$ cat src/rtl/sram_ctl_pkg.sv
// Shared definitions for the SRAM packet-buffer controllers: sizes, FSM
// encoding and the WRR weight normalisation rule.
package sram_ctl_pkg;

   localparam int unsigned num_of_queues  = 8;
   localparam int unsigned priority_width = 3;
   localparam int unsigned weight_width   = 4;

   typedef enum logic [1:0] {
      IDLE  = 2'd0,
      ISSUE = 2'd1,
      WAIT  = 2'd2
   } sched_state_t;

   // A zero weight would starve a queue forever, so it counts as one.
   function automatic logic [weight_width-1:0] eff_weight(input logic [weight_width-1:0] w);
      return (w == '0) ? weight_width'(1) : w;
   endfunction

endpackage

$ cat src/rtl/sram_rd_scheduler_if.sv
// Scheduler <-> read engine / queue status bundle.
interface sram_rd_scheduler_if;

   logic                                                         sp0_wrr1;
   logic [sram_ctl_pkg::num_of_queues-1:0]                       q_nonempty;
   logic [sram_ctl_pkg::num_of_queues*sram_ctl_pkg::weight_width-1:0] wrr_weights;
   logic                                                         rd_ready;
   logic                                                         rd_done;
   logic                                                         rd_req;
   logic [sram_ctl_pkg::priority_width-1:0]                      rd_queue;
   logic                                                         busy;

   modport master (
      input  sp0_wrr1, q_nonempty, wrr_weights, rd_ready, rd_done,
      output rd_req, rd_queue, busy
   );

   modport slave (
      output sp0_wrr1, q_nonempty, wrr_weights, rd_ready, rd_done,
      input  rd_req, rd_queue, busy
   );

endinterface

$ cat src/rtl/rr_pick.sv
// Combinational round-robin search: first set request at or above ptr,
// wrapping modulo n (n must be a power of two).
module rr_pick #(
   parameter int unsigned n = 8,
   parameter int unsigned w = 3
) (
   input  logic [n-1:0] req,
   input  logic [w-1:0] ptr,
   output logic         found,
   output logic [w-1:0] idx
);

   logic [w-1:0] cand;

   always_comb begin
      found = 1'b0;
      idx   = ptr;
      cand  = ptr;
      for (int unsigned i = 0; i < n; i++) begin
         cand = ptr + w'(i);
         if (!found && req[cand]) begin
            found = 1'b1;
            idx   = cand;
         end
      end
   end

endmodule

$ cat src/rtl/sram_rd_scheduler.sv
// Per-output-port dequeue scheduler: SP or WRR queue selection, one
// packet-read command outstanding at a time.
module sram_rd_scheduler
   import sram_ctl_pkg::*;
(
   input  logic                 clk,
   input  logic                 rst,
   sram_rd_scheduler_if.master  bus
);

   sched_state_t                state;
   logic                        rd_req_q;
   logic [priority_width-1:0]   rd_queue_q;
   logic                        busy_q;
   logic [priority_width-1:0]   rr_ptr;
   logic [weight_width-1:0]     credit [num_of_queues];
   logic [weight_width-1:0]     weight [num_of_queues];

   logic [num_of_queues-1:0]    elig_raw;
   logic [num_of_queues-1:0]    elig;
   logic                        reload;
   logic                        wrr_found;
   logic [priority_width-1:0]   wrr_idx;
   logic                        sp_found;
   logic [priority_width-1:0]   sp_idx;
   logic                        grant_valid;
   logic [weight_width-1:0]     grant_credit;

   // Normalised weights and credit-based eligibility.
   always_comb begin
      for (int unsigned q = 0; q < num_of_queues; q++) begin
         weight[q]   = eff_weight(bus.wrr_weights[q*weight_width +: weight_width]);
         elig_raw[q] = bus.q_nonempty[q] && (credit[q] != '0);
      end
   end

   assign reload = (elig_raw == '0) && (bus.q_nonempty != '0);
   assign elig   = reload ? bus.q_nonempty : elig_raw;

   rr_pick #(
      .n (num_of_queues),
      .w (priority_width)
   ) u_rr_pick (
      .req   (elig),
      .ptr   (rr_ptr),
      .found (wrr_found),
      .idx   (wrr_idx)
   );

   // Strict priority: highest nonempty index wins.
   always_comb begin
      sp_found = 1'b0;
      sp_idx   = '0;
      for (int unsigned i = 0; i < num_of_queues; i++) begin
         if (bus.q_nonempty[i]) begin
            sp_found = 1'b1;
            sp_idx   = priority_width'(i);
         end
      end
   end

   assign grant_valid  = bus.sp0_wrr1 ? wrr_found : sp_found;
   assign grant_credit = (reload ? weight[wrr_idx] : credit[wrr_idx]) - weight_width'(1);

   always_ff @(posedge clk) begin
      if (rst) begin
         state      <= IDLE;
         rd_req_q   <= 1'b0;
         rd_queue_q <= '0;
         busy_q     <= 1'b0;
         rr_ptr     <= '0;
         for (int unsigned q = 0; q < num_of_queues; q++) credit[q] <= weight[q];
      end else begin
         case (state)
            IDLE: begin
               if (grant_valid) begin
                  state    <= ISSUE;
                  rd_req_q <= 1'b1;
                  busy_q   <= 1'b1;
                  if (bus.sp0_wrr1) begin
                     rd_queue_q <= wrr_idx;
                     if (reload) begin
                        for (int unsigned q = 0; q < num_of_queues; q++) credit[q] <= weight[q];
                     end
                     credit[wrr_idx] <= grant_credit;
                     // Exhausted queue yields; otherwise it keeps the pointer.
                     rr_ptr <= (grant_credit == '0) ? wrr_idx + priority_width'(1) : wrr_idx;
                  end else begin
                     rd_queue_q <= sp_idx;
                  end
               end
            end
            ISSUE: begin
               if (bus.rd_ready) begin
                  state    <= WAIT;
                  rd_req_q <= 1'b0;
               end
            end
            WAIT: begin
               if (bus.rd_done) begin
                  state  <= IDLE;
                  busy_q <= 1'b0;
               end
            end
            default: begin
               state    <= IDLE;
               rd_req_q <= 1'b0;
               busy_q   <= 1'b0;
            end
         endcase
      end
   end

   assign bus.rd_req   = rd_req_q;
   assign bus.rd_queue = rd_queue_q;
   assign bus.busy     = busy_q;

endmodule

$ cat src/flat_wrapper.sv
// flat-port wrapper written by rule: the top's interface ports become plain ports
module sram_rd_scheduler_flat import sram_ctl_pkg::*;
  (clk, rst, bus_sp0_wrr1, bus_q_nonempty, bus_wrr_weights, bus_rd_ready, bus_rd_done, bus_rd_req, bus_rd_queue, bus_busy);
  sram_rd_scheduler_if bus_i ();
  input  logic clk;
  input  logic rst;
  input wire logic [$bits(bus_i.sp0_wrr1)-1:0] bus_sp0_wrr1;
  input wire logic [$bits(bus_i.q_nonempty)-1:0] bus_q_nonempty;
  input wire logic [$bits(bus_i.wrr_weights)-1:0] bus_wrr_weights;
  input wire logic [$bits(bus_i.rd_ready)-1:0] bus_rd_ready;
  input wire logic [$bits(bus_i.rd_done)-1:0] bus_rd_done;
  output wire logic [$bits(bus_i.rd_req)-1:0] bus_rd_req;
  output wire logic [$bits(bus_i.rd_queue)-1:0] bus_rd_queue;
  output wire logic [$bits(bus_i.busy)-1:0] bus_busy;
  assign bus_i.sp0_wrr1 = bus_sp0_wrr1;
  assign bus_i.q_nonempty = bus_q_nonempty;
  assign bus_i.wrr_weights = bus_wrr_weights;
  assign bus_i.rd_ready = bus_rd_ready;
  assign bus_i.rd_done = bus_rd_done;
  assign bus_rd_req = bus_i.rd_req;
  assign bus_rd_queue = bus_i.rd_queue;
  assign bus_busy = bus_i.busy;
  sram_rd_scheduler u_core (.clk(clk), .rst(rst), .bus(bus_i));
endmodule
$ cat config.mk
export PLATFORM = sky130hd
export DESIGN_NAME = sram_rd_scheduler_flat
export DESIGN_NICKNAME = d
export VERILOG_FILES = /design/src/rtl/sram_ctl_pkg.sv /design/src/rtl/sram_rd_scheduler_if.sv /design/src/rtl/rr_pick.sv /design/src/rtl/sram_rd_scheduler.sv /design/src/flat_wrapper.sv
export SDC_FILE = /design/constraint.sdc
export NUM_CORES = 1
export LEC_CHECK = 0
export ABC_CLOCK_PERIOD_IN_PS = 7000
export CAP_MARGIN = 25
export CELL_PAD_IN_SITES_DETAIL_PLACEMENT = 1
export CELL_PAD_IN_SITES_GLOBAL_PLACEMENT = 2
export CORE_MARGIN = 3
export CORE_UTILIZATION = 36
export DETAILED_ROUTE_END_ITERATION = 10
export PLACE_DENSITY = 0.88
export SYNTH_ARGS = -nofsm -noshare
export SYNTH_HDL_FRONTEND = slang
export SYNTH_SLANG_ARGS = --single-unit
$ cat constraint.sdc
create_clock -name clk -period 7 [get_ports clk]
set_input_delay 0.7 -clock clk [delete_from_list [all_inputs] [get_ports clk]]
set_output_delay 0.7 -clock clk [all_outputs]
set_load 0.02 [all_outputs]
# Word-level counts from Yosys, hierarchy flattened
# Memories as Yosys holds them, arrays and structs flattened.
# Index checks and enable logic that the tools add are counted.
op_classes:
  n_addsub: 9
  mul: 0
  div: 0
  order_cmp: 9
  eq_ne: 5
  n_shift: 0
  n_mux: 92
  bitwise: 11
  n_reduce_logical: 48
op_table:
  columns: ["op", "n"]
  rows:
  - ["$mux W4", 19]
  - ["$mux W1", 42]
  - ["$mux W3", 13]
  - ["$logic_not A4 Y1", 9]
  - ["$lt A3 B4 Y1 const B", 8]
  - ["$reduce_bool A4 Y1", 8]
  - ["$bmux W1 S3", 8]
  - ["$logic_and A1 B1 Y1", 16]
  - ["$add A3 B3 Y3 const B", 4]
  - ["$bmux W4 S3", 1]
  - ["$reduce_and A3 Y1", 4]
  - ["$mux W2", 5]
  - ["$logic_not A8 Y1", 1]
  - ["$mux W8", 1]
  - ["$or A1 B1 Y1", 8]
  - ["$reduce_bool A8 Y1", 1]
  - ["$logic_not A1 Y1", 7]
  - ["$add A3 B1 Y3 const B", 2]
  - ["$add A3 B2 Y3 const B", 2]
  - ["$pmux W1 S3", 2]
  - ["$pmux W2 S3", 1]
  - ["$ge A4 B4 Y1 const B", 1]
  - ["$ne A2 B2 Y1 const B", 2]
  - ["$not A3 Y4", 1]
  - ["other kinds (7)", 8]
totals:
  register_bits: 10
  latchBits: 0
  ram_bits: 32
  mem_bits_ro: 0
  inputBits: 45
  out_inout_bits: 5
  elab_cells: 180
  n_memories: 1
memory_table:
  columns: ["memory", "depth", "width", "rd", "rd_clocked_by_memory_dff", "write_ports", "line_no", "source"]
  rows:
  - ["u_core.credit", 8, 4, 9, 0, 9, "sram_rd_scheduler.sv:16", "logic [weight_width-1:0] credit [num_of_queues];"]

# Longest topological paths before layout
# Gate-level depths: netlist (run 1).
# An unclocked memory read counts as a cell.
depth:
  ltp_word: 38
  ltp_mapped: 25
  ltp_nobuf: 23

# Modules after synthesis
# Synthesis (run 1) repeated with hierarchy kept, for this count alone.
unflattened:
  cells_unflattened: 397
  hier_area_um2: 3709.8
modules_own_cells:
  columns: ["module", "instances", "cells_each", "area_per_inst_um2", "seq_area_each_um2"]
  rows:
  - ["sram_rd_scheduler", 1, 300, 2842.7, 1161.1]
  - ["rr_pick", 1, 97, 867.1, 0.0]

# Least setup slack after synthesis (run 1)
# Ideal clock, no wire load.
synth_path:
  path_kind: "input to register"
  startpoint: "input port bus_q_nonempty[7]"
  endpoint: "register u_core.rr_ptr[2]"
  setup_ps: 132
  arrival_ps: 5805
  path_slack_ps: 1064
  cell_stages: 23
  cell_sequence: "clkbuf_1 > o41a_1 > a2111o_1 > o41a_1 > mux4_2 > mux2_4 > a32oi_4 > inv_1 > a41oi_2 > xnor2_2 > inv_2 > buf_4 > mux4_2 > a22oi_1 > o211ai_2 > inv_1 > ha_1 > a31oi_1 > or2_2 > clkbuf_1 > o31a_1 > o21ai_1 > a21oi_1"
synth_between:
  elab_chain_len: 36
  elab_cells_between_ends: 63
synth_lines:
  columns: ["item", "line_no", "source"]
  rows:
  - ["from (decl)", "flat_wrapper.sv:8", "input wire logic [$bits(bus_i.q_nonempty)-1:0] bus_q_nonempty;"]
  - ["$logic_and A1 B1 Y1", "sram_rd_scheduler.sv:33", "elig_raw[q] = bus.q_nonempty[q] && (credit[q] != '0);"]
  - ["$logic_not A8 Y1", "sram_rd_scheduler.sv:37", "assign reload = (elig_raw == '0) && (bus.q_nonempty != '0);"]
  - ["$logic_and A1 B1 Y1", "sram_rd_scheduler.sv:37", null]
  - ["$mux W8", "sram_rd_scheduler.sv:38", "assign elig = reload ? bus.q_nonempty : elig_raw;"]
  - ["$bmux W1 S3", "rr_pick.sv:21", "if (!found && req[cand]) begin"]
  - ["$mux W1 (implied by the code)", "rr_pick.sv:21", null]
  - ["$mux W1", "rr_pick.sv:21", null]
  - ["$logic_not A1 Y1", "rr_pick.sv:21", null]
  - ["(+19 left out)", null, null]
  - ["$mux W3", "rr_pick.sv:21", null]
  - ["$not A3 Y4 (implied by the code)", "sram_rd_scheduler.sv:63", "assign grant_credit = (reload ? weight[wrr_idx] : credit[wrr_idx]) - weight_width'(1);"]
  - ["$bmux W4 S3", "sram_rd_scheduler.sv:63", null]
  - ["$mux W4 (implied by the code) (2 in series)", "sram_rd_scheduler.sv:63", null]
  - ["$mux W4", "sram_rd_scheduler.sv:63", null]
  - ["$sub A4 B1 Y4", "sram_rd_scheduler.sv:63", null]
  - ["$logic_not A4 Y1", "sram_rd_scheduler.sv:87", "rr_ptr <= (grant_credit == '0) ? wrr_idx + priority_width'(1) : wrr_idx;"]
  - ["$mux W3", "sram_rd_scheduler.sv:87", null]
  - ["to (signal assigned)", "sram_rd_scheduler.sv:87", null]
  - ["to (decl)", "sram_rd_scheduler.sv:15", "logic [priority_width-1:0] rr_ptr;"]
# Several ways; a longest one is shown, not always the timed one. The select of a mux whose other input is x is not followed.
# A chain may end at the register's enable or synchronous reset.

==> impl_metrics.py, run 1 <==
metrics = {
    "outcome": {
        "status": "finished clean",
    },
    "timing": {
        "finalHoldViolCount": 0,
        "timing.final.crit_period_ns": 6.66,
        "fin_skew_ns": 0.0110,
        "max_clock_freq_ghz": 0.150,
        "setup_violations": 0,
        "worst_slew_pin_slew_ns": 1.03,
        "setup_tns_ns": 0,
        "finalCritPeriodShare_pct": 95.1,
        "maxSlewViolCount": 0,
        "relSlewSlack_pct": 30.1,
        "grt_setup_unrepaired": "false",
    },
    "floorplanning": {
        "dieWidth_um": 113,
        "rows": 38,
        "io_pins": 50,
        "die-area_um2": 12800,
        "start_util_pct": 37.6,
        "die_h_um": 113,
        "core_area_um2": 11000,
    },
    "hold_path": {
        "holdCritStartpoint": "u_core.bus.rd_queue[0]",
        "min_to": "u_core.bus.rd_queue[0]",
        "hold_depth": 2,
        "hp-class": "reg -> reg",
    },
    "worst_setup_path": {
        "r2r_end": "u_core.rr_ptr[2]",
        "reg2reg_depth": 19,
        "cp.arrival_ns": 6.81,
        "critical_path_class": "reg -> reg",
        "end_kind": "flop",
        "path_cells": "o41ai_1 > nand4_1 > o41a_1 > mux4_2 > mux2_4 > a32oi_4 > inv_1 > a41oi_2 > xnor2_2 > inv_2 > mux4_2 > a22oi_1 > o221a_4 > ha_1 > a31oi_1 > or2_2 > o31a_1 > o21ai_1 > a21oi_1",
        "ff2ff_setup_slack_ns": 0.34,
        "start_kind": "flop",
        "path_buf_inv": 2,
        "crit_top_cell": "mux4_2",
        "worst-path-max-fanout": 11,
        "slowest_delay_ns": 0.96,
        "worstPathRequired_ns": 7.15,
        "r2r_start": "u_core.credit[3][0]",
        "cp_slowest_cell": "o41ai_1",
        "crit_family": "compound AO/OA/AOI/OAI gates",
    },
    "global_route": {
        "grt_pass1_vias": 4433,
        "grtUsageTotal_pct": 24.2,
        "grt_max_degree": 21,
        "antenna_found_initial": 0,
        "gr-total-overflow": 0,
        "grt_pass1_wl_mm": 24.4,
    },
    "final_layout": {
        "final_common_cell": "nor2_1",
        "syn_to_final_growth_pct": 22.3,
        "layout.nets": 562,
        "drive_above_1_share_pct": 18.3,
        "mostFrequentLayoutCells": "nor2_1, clkdlybuf4s50_1, edfxtp_1",
        "diodes": 0,
    },
    "clocking": {
        "cts_resized": 0,
        "h-tree-depth": 2,
        "cts_tree": "done",
        "clkSlewWorstSetupHoldPaths_ns": 0.07,
        "numCtsBuffers": 5,
        "clock_latency_ns": 0.29,
        "clkSinkCount": 42,
        "cts_buffer_depth": 2,
        "postCtsSetupRepairBufs": 0,
        "root_buffer": "clkbuf_16",
        "ctsHoldBuffers": 0,
    },
    "synth": {
        "ys_seq_area_share_pct": 28.0,
        "syn_area_um2": 4140,
        "synth_edf_count": 32,
        "ys_warn_count": 0,
        "synth.avg_cell_area_um2": 9.15,
        "synth_fp_nets": 503,
        "async_flop_share_pct": 0,
        "ys_types": 71,
        "synthFlopType": "edfxtp_1",
        "netlist_instances": 453,
        "ys_seq_elements": 42,
    },
    "detailed_routing": {
        "wl_per_cell_um": 23.7,
        "vias_per_cell": 6.52,
        "drc": 0,
        "antenna_left": 0,
        "wl_mm": 15.4,
        "drtIter0Drc": 293,
        "vias": 4256,
        "firstDrtPassIters": 5,
    },
    "power_and_ir_drop": {
        "p_leak_nw": 1.76,
        "powerDensity_nw_per_um2": 454,
        "peakVddDrop_mv": 0.327,
        "total_power_w": 0.00230,
    },
    "place": {
        "dp_hpwl_mm": 12.1,
        "io_buffers": 49,
        "place.gp.congestion": 0.934,
    },
    "run": {
        "maxCapViolCount": 0,
    },
}
## final cells by class
class / count / area (µm²)
sequential: 42 / 1160
clock inverter: 3 / 20.0
timing repair buffer: 77 / 713
inverter: 18 / 72.6
tap: 140 / 175
clock buffer: 5 / 125
fill: 1311 / 5960
multi-input combinational: 368 / 2800
## kinds of logic (layout without fill, tap and decap cells)
group,after synthesis,in the layout,share of synthesized area [%]
simple gates,171,171,19.9
mux,58,58,19.3
compound gates,128,128,25.3
fa+ha+maj,5,5,1.51
buf+inv,43,103,4.41
flops,42,42,28.0
xor+xnor,6,6,1.45
## where the power goes
part / internal (W) / switching (W)
clock: 0.000132 / 0.000105
combinational: 0.000674 / 0.00102
sequential: 0.000321 / 0.0000487
## per-layer routing
layer  vias up  part of all wire, %  GRT usage (%)
met5         -                    0              0
met4         0                  2.7           8.33
met2       183                   51           43.1
met3        43                  5.1           3.05
li1       1913                    -              -
met1      2117                   41           30.0
## worst min-delay path, stage by stage, from the launching register on
cell	delay, ns
dfxtp_1	0.33
mux2i_1	0.07
nor2_1	0.07
## sequential cells by signal, summed over array words and instances, names as in the netlist
register / cells
u_core.bus.busy: 1
u_core.bus.rd_queue: 3
u_core.bus.rd_req: 1
u_core.credit: 32
u_core.rr_ptr: 3
u_core.state: 2
## cells in the mapped netlist, drive strengths merged, types with 6 or more instances
master  number  share of area [%]
buf          7                1.0
clkbuf      18                1.6
a22oi        6                1.1
and2        11                1.7
a221oi       7                1.5
o41ai        6                1.4
o41a         7                1.9
nor2        53                4.9
mux2        23                6.3
o211ai       9                1.8
nand3       17                2.1
mux2i       20                4.8
nand2b       8                1.2
inv         17                1.7
o21ai       14                2.0
a41oi       11                2.5
mux4        15                8.2
edfxtp      32                 23
dfxtp       10                4.8
nand2       31                2.9
a21oi       24                2.9
nor3        24                2.9
## metrics by stage
step	instances	util, %	area [µm²]	hold slack [ns]	setup slack (ns)
floorplan	453	-	4140	0.478	1.06
global placement	645	44.6	4920	0.479	0.255
detailed placement	645	44.6	4920	0.497	0.182
CTS	653	45.9	5070	0.518	0.441
global route	653	45.9	5070	0.559	0.00512
finish	653	45.9	5070	0.507	0.345
## worst max-delay path by stage
| stage | endpoint | slack, ns | depth (start not counted) | from |
|---|---|---|---|---|
| global placement | u_core.credit[7][3] | 0.26 | 21 | bus_q_nonempty[3] |
| global route | u_core.rr_ptr[0] | 0.005 | 21 | u_core.credit[3][1] |
| floorplan | u_core.rr_ptr[2] | 1.06 | 23 | bus_q_nonempty[7] |
| finish | u_core.rr_ptr[2] | 0.34 | 19 | u_core.credit[3][0] |
| detailed placement | u_core.credit[7][3] | 0.18 | 21 | bus_q_nonempty[4] |
| CTS | u_core.credit[3][3] | 0.44 | 18 | u_core.credit[3][1] |
Note: power is estimated with default switching activity, not from simulation.
==> inputs of run 2 (changes only) <==
--- a/config.mk
+++ b/config.mk
@@ -5,7 +5,7 @@
 export SDC_FILE = /design/constraint.sdc
 export NUM_CORES = 1
 export LEC_CHECK = 0
-export ABC_CLOCK_PERIOD_IN_PS = 7000
+export ABC_CLOCK_PERIOD_IN_PS = 6500
 export CAP_MARGIN = 25
 export CELL_PAD_IN_SITES_DETAIL_PLACEMENT = 1
 export CELL_PAD_IN_SITES_GLOBAL_PLACEMENT = 2
==> constraint.sdc (replaced) <==
create_clock -name clk -period 6.5 [get_ports clk]
set_input_delay 0.65 -clock clk [delete_from_list [all_inputs] [get_ports clk]]
set_output_delay 0.65 -clock clk [all_outputs]
set_load 0.02 [all_outputs]
==> impl_metrics.py, run 2 (synthesis gave the netlist of run 1 again) <==
metrics = {
    "final_layout": {
        "mostFrequentLayoutCells": "buf_4, nor2_1, clkdlybuf4s50_1",
        "drive_above_1_share_pct": 26.8,
        "diodes": 0,
        "largest_reg_flops": 32,
        "regMostFlops": "u_core.credit",
        "fin_util_pct": 49.6,
        "layout.nets": 606,
        "final_common_cell": "buf_4",
        "finalNonFillerCells": 697,
        "nFillCells": 1284,
        "fin_area_um2": 5480,
        "syn_to_final_growth_pct": 32.2,
    },
    "worst_setup_path": {
        "cp.arrival_ns": 6.36,
        "start_kind": "input pin",
        "worstPathRequired_ns": 6.55,
        "critical_path_class": "in -> reg",
        "worst-path-max-fanout": 11,
        "end_kind": "flop",
        "reg2reg_depth": 21,
    },
    "global_route": {
        "gr-total-overflow": 0,
        "antenna_found_initial": 0,
        "grt_max_degree": 19,
        "grtUsageTotal_pct": 25.2,
        "grt_pass1_wl_mm": 25.7,
        "grt_pass1_vias": 4641,
    },
    "floorplanning": {
        "io_pins": 50,
        "dieWidth_um": 113,
        "die_h_um": 113,
        "rows": 38,
        "die-area_um2": 12800,
        "start_util_pct": 37.6,
        "core_area_um2": 11000,
    },
    "clocking": {
        "clkSlewWorstSetupHoldPaths_ns": 0.07,
        "cts_tree": "done",
        "clock_latency_ns": 0.29,
        "ctsHoldBuffers": 0,
        "h-tree-depth": 2,
        "clkSinkCount": 42,
        "cts_buffer_depth": 2,
        "numCtsBuffers": 5,
        "root_buffer": "clkbuf_16",
    },
    "timing": {
        "setup_tns_ns": 0,
        "finalHoldViolCount": 0,
        "worst_slew_pin_slew_ns": 0.974,
        "fin_skew_ns": 0.00744,
        "maxSlewViolCount": 0,
        "timing.final.crit_period_ns": 6.31,
        "finalCritPeriodShare_pct": 97.1,
        "max_clock_freq_ghz": 0.158,
        "setup_violations": 0,
        "relSlewSlack_pct": 35.1,
    },
    "run": {
        "maxCapViolCount": 0,
    },
    "outcome": {
        "status": "finished clean",
    },
    "power_and_ir_drop": {
        "powerDensity_nw_per_um2": 517,
        "total_power_w": 0.00283,
        "p_leak_nw": 2.01,
        "peakVddDrop_mv": 0.288,
    },
    "hold_path": {
        "hp-class": "reg -> reg",
        "hold_depth": 2,
    },
    "detailed_routing": {
        "wl_per_cell_um": 23.5,
        "antenna_left": 0,
        "firstDrtPassIters": 5,
        "drtIter0Drc": 291,
        "vias": 4449,
        "vias_per_cell": 6.38,
        "wl_mm": 16.4,
        "drc": 0,
    },
    "place": {
        "placed_area_um2": 5150,
        "dp_hpwl_mm": 12.6,
        "dp.cells": 677,
        "io_buffers": 49,
        "place.gp.congestion": 0.965,
    },
}
## run 2: through the flow
stage | hold WS [ns] | worst slack [ns]
3_5_place_dp | 0.488 | -0.246
5_1_grt | 0.545 | -0.0205
4_1_cts | 0.506 | 0.0314
3_3_place_gp | 0.479 | -0.0431
6_report | 0.506 | 0.190
2_1_floorplan | 0.478 | 0.614
## run 2: layer usage
metal / share of wire [%] / track usage, % / vias up
met5: 0 / 0 / -
met4: 2.6 / 8.49 / 0
met3: 4.3 / 2.99 / 37
met2: 51 / 44.5 / 155
met1: 42 / 31.9 / 2251
li1: - / - / 2006
## run 2: what timing repair did
| item | CTS | global route |
|---|---|---|
| setup buffers | 0 | 12 |
| pin swaps | 0 | 3 |
| cloned | 0 | 0 |
| gates resized for setup | 2 | 17 |
| endpoints found under the setup margin | 10 | 19 |
## run 2: final timing paths
path,from,end,slack [ns]
worst max-delay path,bus_q_nonempty[4],u_core.credit[3][2],0.19
worst min-delay path,u_core.bus.rd_queue[2],u_core.bus.rd_queue[2],0.51
worst max register to register,u_core.credit[7][1],u_core.credit[3][2],0.33
worst min register to register,u_core.bus.rd_queue[2],u_core.bus.rd_queue[2],0.51
## run 2: critical path: stages
cell	delay, ns
clkdlybuf4s50_1	0.46
buf_4	0.18
o41a_1	0.18
a2111o_1	0.40
o41a_1	0.50
buf_4	0.18
buf_4	0.13
mux2i_1	0.18
o22ai_1	0.11
buf_4	0.17
nor2_1	0.28
buf_4	0.18
a211oi_1	0.05
o32ai_1	0.28
a22o_1	0.50
and2_1	0.30
a22oi_1	0.12
o221a_4	0.29
ha_1	0.23
and4_1	0.18
or2_2	0.36
buf_4	0.17
mux2_2	0.26
## run 2: layout make-up
cell class / count / area (µm²) / area share, %
Tap cell: 140 / 175 / 3.20
Sequential cell: 42 / 1160 / 21.2
Inverter: 18 / 77.6 / 1.42
Timing Repair Buffer: 121 / 1040 / 19.0
Clock inverter: 3 / 28.8 / 0.525
Clock buffer: 5 / 125 / 2.28
Multi-Input combinational cell: 368 / 2870 / 52.4
## run 2: report_power, final
group / internal, W / switching (W) / leakage [nW]
Sequential: 0.000346 / 0.0000467 / 0.395
Combinational: 0.000968 / 0.00120 / 1.54
Clock: 0.000148 / 0.000123 / 0.0763
